## src/rtl/saper_pkg.sv

```systemverilog
// Shared constants and types for the mine-board setup logic.
package saper_pkg;

   localparam logic [4:0]  DIM_EASY          = 5'd8;
   localparam logic [4:0]  DIM_MEDIUM        = 5'd10;
   localparam logic [4:0]  DIM_HARD          = 5'd16;
   localparam logic [15:0] LFSR_SEED_DEFAULT = 16'hACE1;

   typedef enum logic [2:0] {
      IDLE,
      CLEAR,
      DRAW,
      CHECK,
      WRITE,
      DONE
   } place_state_t;

   function automatic logic dim_legal(input logic [4:0] dim);
      return (dim == DIM_EASY) || (dim == DIM_MEDIUM) || (dim == DIM_HARD);
   endfunction

endpackage

```

## src/rtl/lfsr16.sv

```systemverilog
// Free-running 16-bit Fibonacci LFSR, taps 16,14,13,11 (maximal length).
module lfsr16 #(
   parameter logic [15:0] SEED = 16'hACE1
) (
   input  logic        clk,
   input  logic        rst,
   output logic [15:0] o_q
);

   logic [15:0] r_q;
   logic        w_fb;

   assign w_fb = r_q[15] ^ r_q[13] ^ r_q[12] ^ r_q[10];

   always_ff @(posedge clk) begin
      if (rst) r_q <= SEED;
      else     r_q <= {r_q[14:0], w_fb};
   end

   assign o_q = r_q;

endmodule

```

## src/rtl/mine_place_ctrl.sv

```systemverilog
// Setup sequencer: clears the active board area, then places the requested number of
// mines at pseudo-random cells, skipping duplicates and the safe cell.
module mine_place_ctrl
   import saper_pkg::*;
#(
   parameter logic [15:0] LFSR_SEED = LFSR_SEED_DEFAULT,
   parameter int unsigned MAX_DIM   = 16
) (
   input  logic                        clk,
   input  logic                        rst,
   input  logic                        i_start,
   input  logic [4:0]                  i_dimension_size,
   input  logic [5:0]                  i_mines,
   input  logic [$clog2(MAX_DIM)-1:0]  i_safe_x,
   input  logic [$clog2(MAX_DIM)-1:0]  i_safe_y,
   output logic [$clog2(MAX_DIM)-1:0]  o_rd_x,
   output logic [$clog2(MAX_DIM)-1:0]  o_rd_y,
   input  logic                        i_rd_data,
   output logic                        o_wr_en,
   output logic [$clog2(MAX_DIM)-1:0]  o_wr_x,
   output logic [$clog2(MAX_DIM)-1:0]  o_wr_y,
   output logic                        o_wr_data,
   output logic                        o_busy,
   output logic                        o_done,
   output logic                        o_cfg_err,
   output logic [5:0]                  o_placed_cnt
);

   localparam int unsigned CW = $clog2(MAX_DIM);

   place_state_t r_state, w_state_nxt;
   logic [15:0]  w_lfsr;
   logic         w_unused_lfsr;
   logic [4:0]   r_dim;
   logic [5:0]   r_mines;
   logic [CW-1:0] r_safe_x, r_safe_y;
   logic [CW-1:0] r_sx, r_sy, r_cx, r_cy;
   logic [5:0]   r_placed;
   logic         r_cfg_err;
   logic [8:0]   w_area;
   logic         w_cfg_bad, w_start_acc;
   logic [4:0]   w_dim_m1;
   logic         w_last_x, w_last_y;
   logic [CW-1:0] w_cand_x, w_cand_y;
   logic         w_cand_ok;

   lfsr16 #(
      .SEED (LFSR_SEED)
   ) u_lfsr (
      .clk (clk),
      .rst (rst),
      .o_q (w_lfsr)
   );

   assign w_unused_lfsr = ^w_lfsr[15:8];

   // Validation uses the live inputs since config is latched on the same cycle.
   assign w_area    = 9'(i_dimension_size) * 9'(i_dimension_size);
   assign w_cfg_bad = !dim_legal(i_dimension_size)
                    || (9'(i_mines) > (w_area - 9'd1))
                    || (5'(i_safe_x) >= i_dimension_size)
                    || (5'(i_safe_y) >= i_dimension_size);
   assign w_start_acc = i_start && (r_state == IDLE);

   assign w_dim_m1 = r_dim - 5'd1;
   assign w_last_x = (5'(r_sx) == w_dim_m1);
   assign w_last_y = (5'(r_sy) == w_dim_m1);

   assign w_cand_x  = w_lfsr[3:0];
   assign w_cand_y  = w_lfsr[7:4];
   assign w_cand_ok = (5'(w_cand_x) < r_dim) && (5'(w_cand_y) < r_dim)
                    && !((w_cand_x == r_safe_x) && (w_cand_y == r_safe_y));

   always_comb begin
      w_state_nxt = r_state;
      o_rd_x      = '0;
      o_rd_y      = '0;
      o_wr_en     = 1'b0;
      o_wr_x      = '0;
      o_wr_y      = '0;
      o_wr_data   = 1'b0;
      o_busy      = 1'b0;
      o_done      = 1'b0;
      unique case (r_state)
         IDLE: begin
            if (i_start) w_state_nxt = w_cfg_bad ? DONE : CLEAR;
         end
         CLEAR: begin
            o_busy  = 1'b1;
            o_wr_en = 1'b1;
            o_wr_x  = r_sx;
            o_wr_y  = r_sy;
            if (w_last_x && w_last_y) w_state_nxt = (r_mines == 6'd0) ? DONE : DRAW;
         end
         DRAW: begin
            o_busy = 1'b1;
            o_rd_x = w_cand_x;
            o_rd_y = w_cand_y;
            if (w_cand_ok) w_state_nxt = CHECK;
         end
         CHECK: begin
            o_busy      = 1'b1;
            w_state_nxt = i_rd_data ? DRAW : WRITE;
         end
         WRITE: begin
            o_busy      = 1'b1;
            o_wr_en     = 1'b1;
            o_wr_data   = 1'b1;
            o_wr_x      = r_cx;
            o_wr_y      = r_cy;
            w_state_nxt = ((r_placed + 6'd1) == r_mines) ? DONE : DRAW;
         end
         DONE: begin
            o_done      = 1'b1;
            w_state_nxt = IDLE;
         end
         default: w_state_nxt = IDLE;
      endcase
   end

   always_ff @(posedge clk) begin
      if (rst) begin
         r_state   <= IDLE;
         r_dim     <= '0;
         r_mines   <= '0;
         r_safe_x  <= '0;
         r_safe_y  <= '0;
         r_sx      <= '0;
         r_sy      <= '0;
         r_cx      <= '0;
         r_cy      <= '0;
         r_placed  <= '0;
         r_cfg_err <= 1'b0;
      end else begin
         r_state <= w_state_nxt;
         if (w_start_acc) begin
            r_dim     <= i_dimension_size;
            r_mines   <= i_mines;
            r_safe_x  <= i_safe_x;
            r_safe_y  <= i_safe_y;
            r_sx      <= '0;
            r_sy      <= '0;
            r_placed  <= '0;
            r_cfg_err <= w_cfg_bad;
         end
         if (r_state == CLEAR) begin
            if (w_last_x) begin
               r_sx <= '0;
               r_sy <= r_sy + 1'b1;
            end else begin
               r_sx <= r_sx + 1'b1;
            end
         end
         if ((r_state == DRAW) && w_cand_ok) begin
            r_cx <= w_cand_x;
            r_cy <= w_cand_y;
         end
         if (r_state == WRITE) r_placed <= r_placed + 6'd1;
      end
   end

   assign o_cfg_err    = r_cfg_err;
   assign o_placed_cnt = r_placed;

endmodule

```

## config.mk

```make
export PLATFORM = sky130hd
export DESIGN_NAME = mine_place_ctrl
export DESIGN_NICKNAME = d
export VERILOG_FILES = /design/src/rtl/saper_pkg.sv /design/src/rtl/lfsr16.sv /design/src/rtl/mine_place_ctrl.sv
export SDC_FILE = /design/constraint.sdc
export NUM_CORES = 1
export LEC_CHECK = 0
export BUFFER_PORTS_ARGS = -buffer_cell sky130_fd_sc_hd__buf_2
export CAP_MARGIN = 15
export CORE_UTILIZATION = 55
export CTS_CLUSTER_SIZE = 25
export DETAILED_ROUTE_END_ITERATION = 10
export PLACE_DENSITY = 0.76
export SKIP_LAST_GASP = 1
export SYNTH_ARGS = -nofsm -noshare
export SYNTH_HDL_FRONTEND = slang
export SYNTH_SLANG_ARGS = --single-unit
```

## constraint.sdc

```tcl
create_clock -name clk -period 4.09 [get_ports clk]
set_input_delay 0.2045 -clock clk [delete_from_list [all_inputs] [get_ports clk]]
set_output_delay 0.2045 -clock clk [all_outputs]
set_load 0.01 [all_outputs]
```

# Yosys cells after proc, flatten, opt, wreduce, memory -nomap -nowiden
# Cells that the tools add are included.
# totals
output_inout_bits	27
word_cells	86
in_bits	23
regBits	61
# op_classes
n_reduce_logical	20
n_lt_le_gt_ge	5
add_sub_neg	5
multipliers	1
muxes	24
bitwise	3
eq_ne	16
# ops
cell	count
$mux 4	8
$mux 3	7
$pmux 4 s2	2
$pmux 3 s5	1
$mux 6	2
$eq 4x5->1	2
$eq 5x4->1 const B	2
$ge 4x5->1	2
$lt 4x5->1	2
$gt 6x9->1	1
$mul 5x5->9	1
$sub 9x1->9 const B	1
$add 4x1->4 const B	2
$eq 4x4->1	2
$add 6x1->6 const B	1
$eq 3x2->1 const B	2
$eq 3x3->1 const B	2
$eq 6x6->1	1
$logic_and 1x1->1	6
$logic_not 6->1	1
$ne 2x2->1 const B	3
$eq 5x5->1 const B	1
$logic_or 1x1->1	5
$sub 5x1->5 const B	1
other kinds (9)	16

# Logic depth before layout (Yosys ltp)
# logic_depth
word_depth	10
mapped_depth	16
ltp_nobuf	15

# Modules after synthesis
# From an unflattened synthesis, not the netlist that was laid out.
# hier_totals
hier_cells	464
hier_area_um2	3893.7
# by_module_without_submodules
module	area_each_um2	instances	cells_per_inst	seq_area_each_um2
mine_place_ctrl	3439.5	1	428	900.9
lfsr16	454.2	1	36	320.3

# Least setup slack after synthesis
# Ideal clock, no wire load.
# synth_path
path_type	input port to flip-flop
startpoint	input port i_dimension_size[4]
endpoint	register r_cfg_err, in the netlist o_cfg_err
setup_ns	0.086
stages	14
path_slack_ns	0.613
arrival_time_ns	3.391
t_required_ns	4.004
path_buffers	1
cell_sequence	clkbuf_1 -> and2_1 -> ha_1 -> inv_1 -> fa_1 -> fa_1 -> ha_1 -> inv_1 -> xnor2_1 -> ha_1 -> o31a_1 -> o221ai_1 -> o311a_1 -> a211oi_1
# synth_between
elab_chain_len	7
elab_cells_between_ends	14
classes_between	1 x add/sub; 1 x mul; 3 x order compare; 3 x eq/ne; 6 x reduce/logical
# synth_lines
item	line_no	text
from (decl)	mine_place_ctrl.sv:12	input logic [4:0] i_dimension_size,
branches (longest 6 deep; another with $mul 5x5->9)	--	
$logic_or 1x1->1 *	mine_place_ctrl.sv:62	|| (5'(i_safe_y) >= i_dimension_size);
to (signal assigned)	mine_place_ctrl.sv:144	r_cfg_err <= w_cfg_bad;
to (decl)	mine_place_ctrl.sv:39	logic r_cfg_err;
# Mark *: on every way between the ends.
# A chain may end at the register's enable or synchronous reset.

# Worst setup path after layout
# layout_path
startpoint	input port i_dimension_size[3]
endpoint	register r_cfg_err, in the netlist o_cfg_err
# Same word-level chain as after synthesis.

==> summary.txt <==
Logic synthesis
  – Yosys warns: 0
  – Cells after synthesis: 469
  – Synth unique cells: 52
  – Yosys reg bits: 61
  – Syn Nets: 533
  – Syn_area_per_cell: 8.27 µm²
  – Prevailing post-synth register cell: dfxtp_1
  – Synthesized cell area: just under 0.004 mm²
  – Synth async-reset ratio: 0
  – Seq/Total Area, Yosys: 0.315
  – Post-synth EDFFs: 0

Power
  – PwrDens: 505 mW/mm²
  – Max VDD drop: 0.259 mV
  – Pleak: approximately 2 nW
  – Power Total: ~0.0022 W

Worst setup path
  – CP max FO: 6
  – CP required: roughly 4.3 ns
  – Critical Path AT: around 3.7 ns
  – CP endpoint kind: register
  – Setup crit start kind: primary input
  – Crit Path Class: in -> reg
  – FF-to-FF setup slack: 1.57 ns

STA
  – Setup TNS: 0 ns
  – Slew at the pin closest to its max-slew limit: 1.05 ns
  – Maximum clock rate: 293 MHz
  – Final setup violation count: 0
  – Final Max Slew Viols: 0
  – Post-route setup slack: 0.678 ns
  – RSZ-0062 raised after global routing: no
  – Relative slew margins: 0.301
  – Final Cycle Share: 0.834
  – Worst Skew: 0.00719 ns
  – Minimum clock period: 3.41 ns
  – Final hold vios: 0

Route
  – DRT Pass-1 Iters: 4
  – Vias: between 3000 and 4000
  – DR DRC count: 0
  – Final ANT Viol Nets: 0
  – Vias per cell: 5.54
  – Wire length per cell: 14.1 µm
  – DR iter-0 viols: 179
  – Routed WL: 8.59 mm

Clocking
  – Clk slew on worst S/H paths: 0.06 ns
  – Clk sinks: 61
  – CTS H-tree depth: 3
  – CTS Buffer Depth: 2
  – Clock Latency Late Sink: 0.34 ns
  – Root buffer cell: clkbuf_8
  – Setup Buffers After CTS: 0
  – CTS resizes: 0
  – Hold-fix buffers at CTS: 0
  – CTS tree: done
  – Inserted Clock Buffers: 9

Global route
  – Largest net degree at the start of global routing: 63
  – Initial antenna violation count: 0
  – Grt peak-use layer: met2
  – Met2 usage: 0.411
  – GR Util met3: 0.0510
  – Global route overflow: 0
  – Global router's overall resource usage: 0.244
  – Met1 Usage GRT: 0.317
  – Vias in the first global route: between 3000 and 4000
  – Global-route wire length before repair: approximately 14 mm

Final layout
  – Util after Layout: 0.640
  – NumNets Final: approximately 570
  – Antenna Cells: 0
  – Layout area overhead: 12.1%
  – Fillers: 591
  – Area occupied by multi-input gates: 0.00247 mm²
  – Share of cells above drive strength 1: 0.144
  – Reg area: 0.00122 mm²

Place
  – Post-place setup slack: approximately 0.36 ns
  – Post-DP HPWL: 6.37 mm
  – Final GP Congestion: 0.916
  – IO buf count: 49

Job
  – Max Cap Viol: 0

Die
  – Initial Utilization: 0.571
  – Row count: 30
  – Num ports: 50
  – Die H: 86.0 µm
  – Die area: 0.00739 mm²
  – Core Area: around 0.0068 mm²
  – Die Wd: between 80 and 90 µm

Status
  – Status: completed

Min path
  – Worst min path class: in -> reg
-- layout by cell type (no fill, tap or decap), types with 6 or more instances in the layout --
cell / count
or2_2: 8
nor3_1: 6
nor2_1: 36
a22o_1: 8
clkbuf_8: 10
dfxtp_1: 61
xnor2_1: 17
buf_2: 49
nand2_1: 61
o21ai_0: 18
a21oi_1: 39
nand3_1: 11
ha_1: 36
mux2i_1: 8
and3_1: 12
xor2_1: 20
nor2b_1: 14
inv_1: 26
nand2b_1: 6
-- layout make-up --
| class | count | share of cell area |
|---|---|---|
| Clock buffer | 15 | 0.0360 |
| Clock inverter | 1 | 0.00691 |
| Inverter | 27 | 0.0233 |
| Multi-Input combinational cell | 360 | 0.569 |
| Sequential cell | 61 | 0.281 |
| Tap cell | 96 | 0.0276 |
| Timing Repair Buffer | 49 | 0.0564 |
-- state kept, by name, summed over array words and instances, names as in the netlist --
register / count
r_dim: 5
r_safe_x: 4
r_sx: 4
u_lfsr.o_q: 16
r_safe_y: 4
r_cx: 4
r_cy: 4
o_placed_cnt: 6
r_sy: 4
r_mines: 6
r_state: 3
o_cfg_err: 1
-- critical path, cell delays in order --
cell and delay, ns:
buf_2 0.13, nand2_1 0.12, inv_1 0.06, ha_1 0.30
xnor2_1 0.20, fa_1 0.44, ha_1 0.31, ha_1 0.34
xor2_1 0.17, ha_1 0.29, nand4_1 0.12, nor2_1 0.11
o31a_1 0.13, o221ai_1 0.12, o311a_1 0.37, a211oi_1 0.23
-- kinds of logic after synthesis --
family,synth area share
AO/OA/AOI/OAI,0.147
flip-flops,0.315
adder cells (fa/ha/maj),0.142
XOR/XNOR,0.0952
multiplexers,0.0265
AND/OR/NAND/NOR,0.227
buffers and inverters,0.0471
-- where the power goes --
| group | internal [W] | switching, W |
|---|---|---|
| clock | 0.000300 | 0.000214 |
| combinational | 0.000370 | 0.000534 |
| sequential | 0.000672 | 0.000107 |
| total | 0.00134 | 0.000856 |
-- per-stage QoR --
step / cell area [µm²] / hold slack [ns] / instances
2_1_floorplan: 3880 / 0.340 / 469
3_5_place_dp: 4160 / 0.404 / 593
5_1_grt: 4350 / 0.129 / 609
6_report: 4350 / 0.126 / 609
3_3_place_gp: 4160 / 0.390 / 593
4_1_cts: 4350 / 0.111 / 609
-- layer usage --
metal  vias to the layer above  routed length [µm]
li1                       1695                   -
met1                      1585                3970
met2                        83                4100
met3                        11                 424
met4                         0                  98
met5                         -                   0
-- Yosys cell counts (2+ instances only) --
cell	count	area, µm²
xor2_1	20	175
nor3b_1	2	15.0
nand2_1	61	229
nor3_1	6	30.0
fa_1	5	100
mux2_1	2	22.5
o211ai_1	2	15.0
nand3_1	11	55.1
or3_1	4	25.0
buf_2	2	10.0
mux2i_1	8	80.1
nor2b_1	14	87.6
or2_2	8	50.1
dfxtp_1	61	1220
a21oi_1	39	195
a31o_2	2	17.5
o21a_1	2	15.0
o21bai_1	3	22.5
xnor3_1	2	45.0
o21ai_1	2	10.0
and3_1	12	75.1
a22o_1	8	70.1
nand2b_1	6	37.5
a21o_1	2	15.0
a22oi_1	2	15.0
ha_1	36	450
and2_1	3	18.8
clkbuf_1	19	71.3
nor4_1	5	31.3
inv_1	26	97.6
nand3b_1	2	15.0
o21ai_0	18	90.1
nor2_1	36	135
nand4_1	4	25.0
xnor2_1	17	149
-- path summary, 6_finish.rpt --
kind,start,endpoint,depth (start not counted)
setup / recovery,i_dimension_size[3],o_cfg_err,16
hold / removal,i_safe_y[3],r_safe_y[3],3
setup reg to reg,r_dim[2],r_cx[0],8
hold reg to reg,u_lfsr.o_q[9],u_lfsr.o_q[10],1
Power figures use the tool's default switching activity.
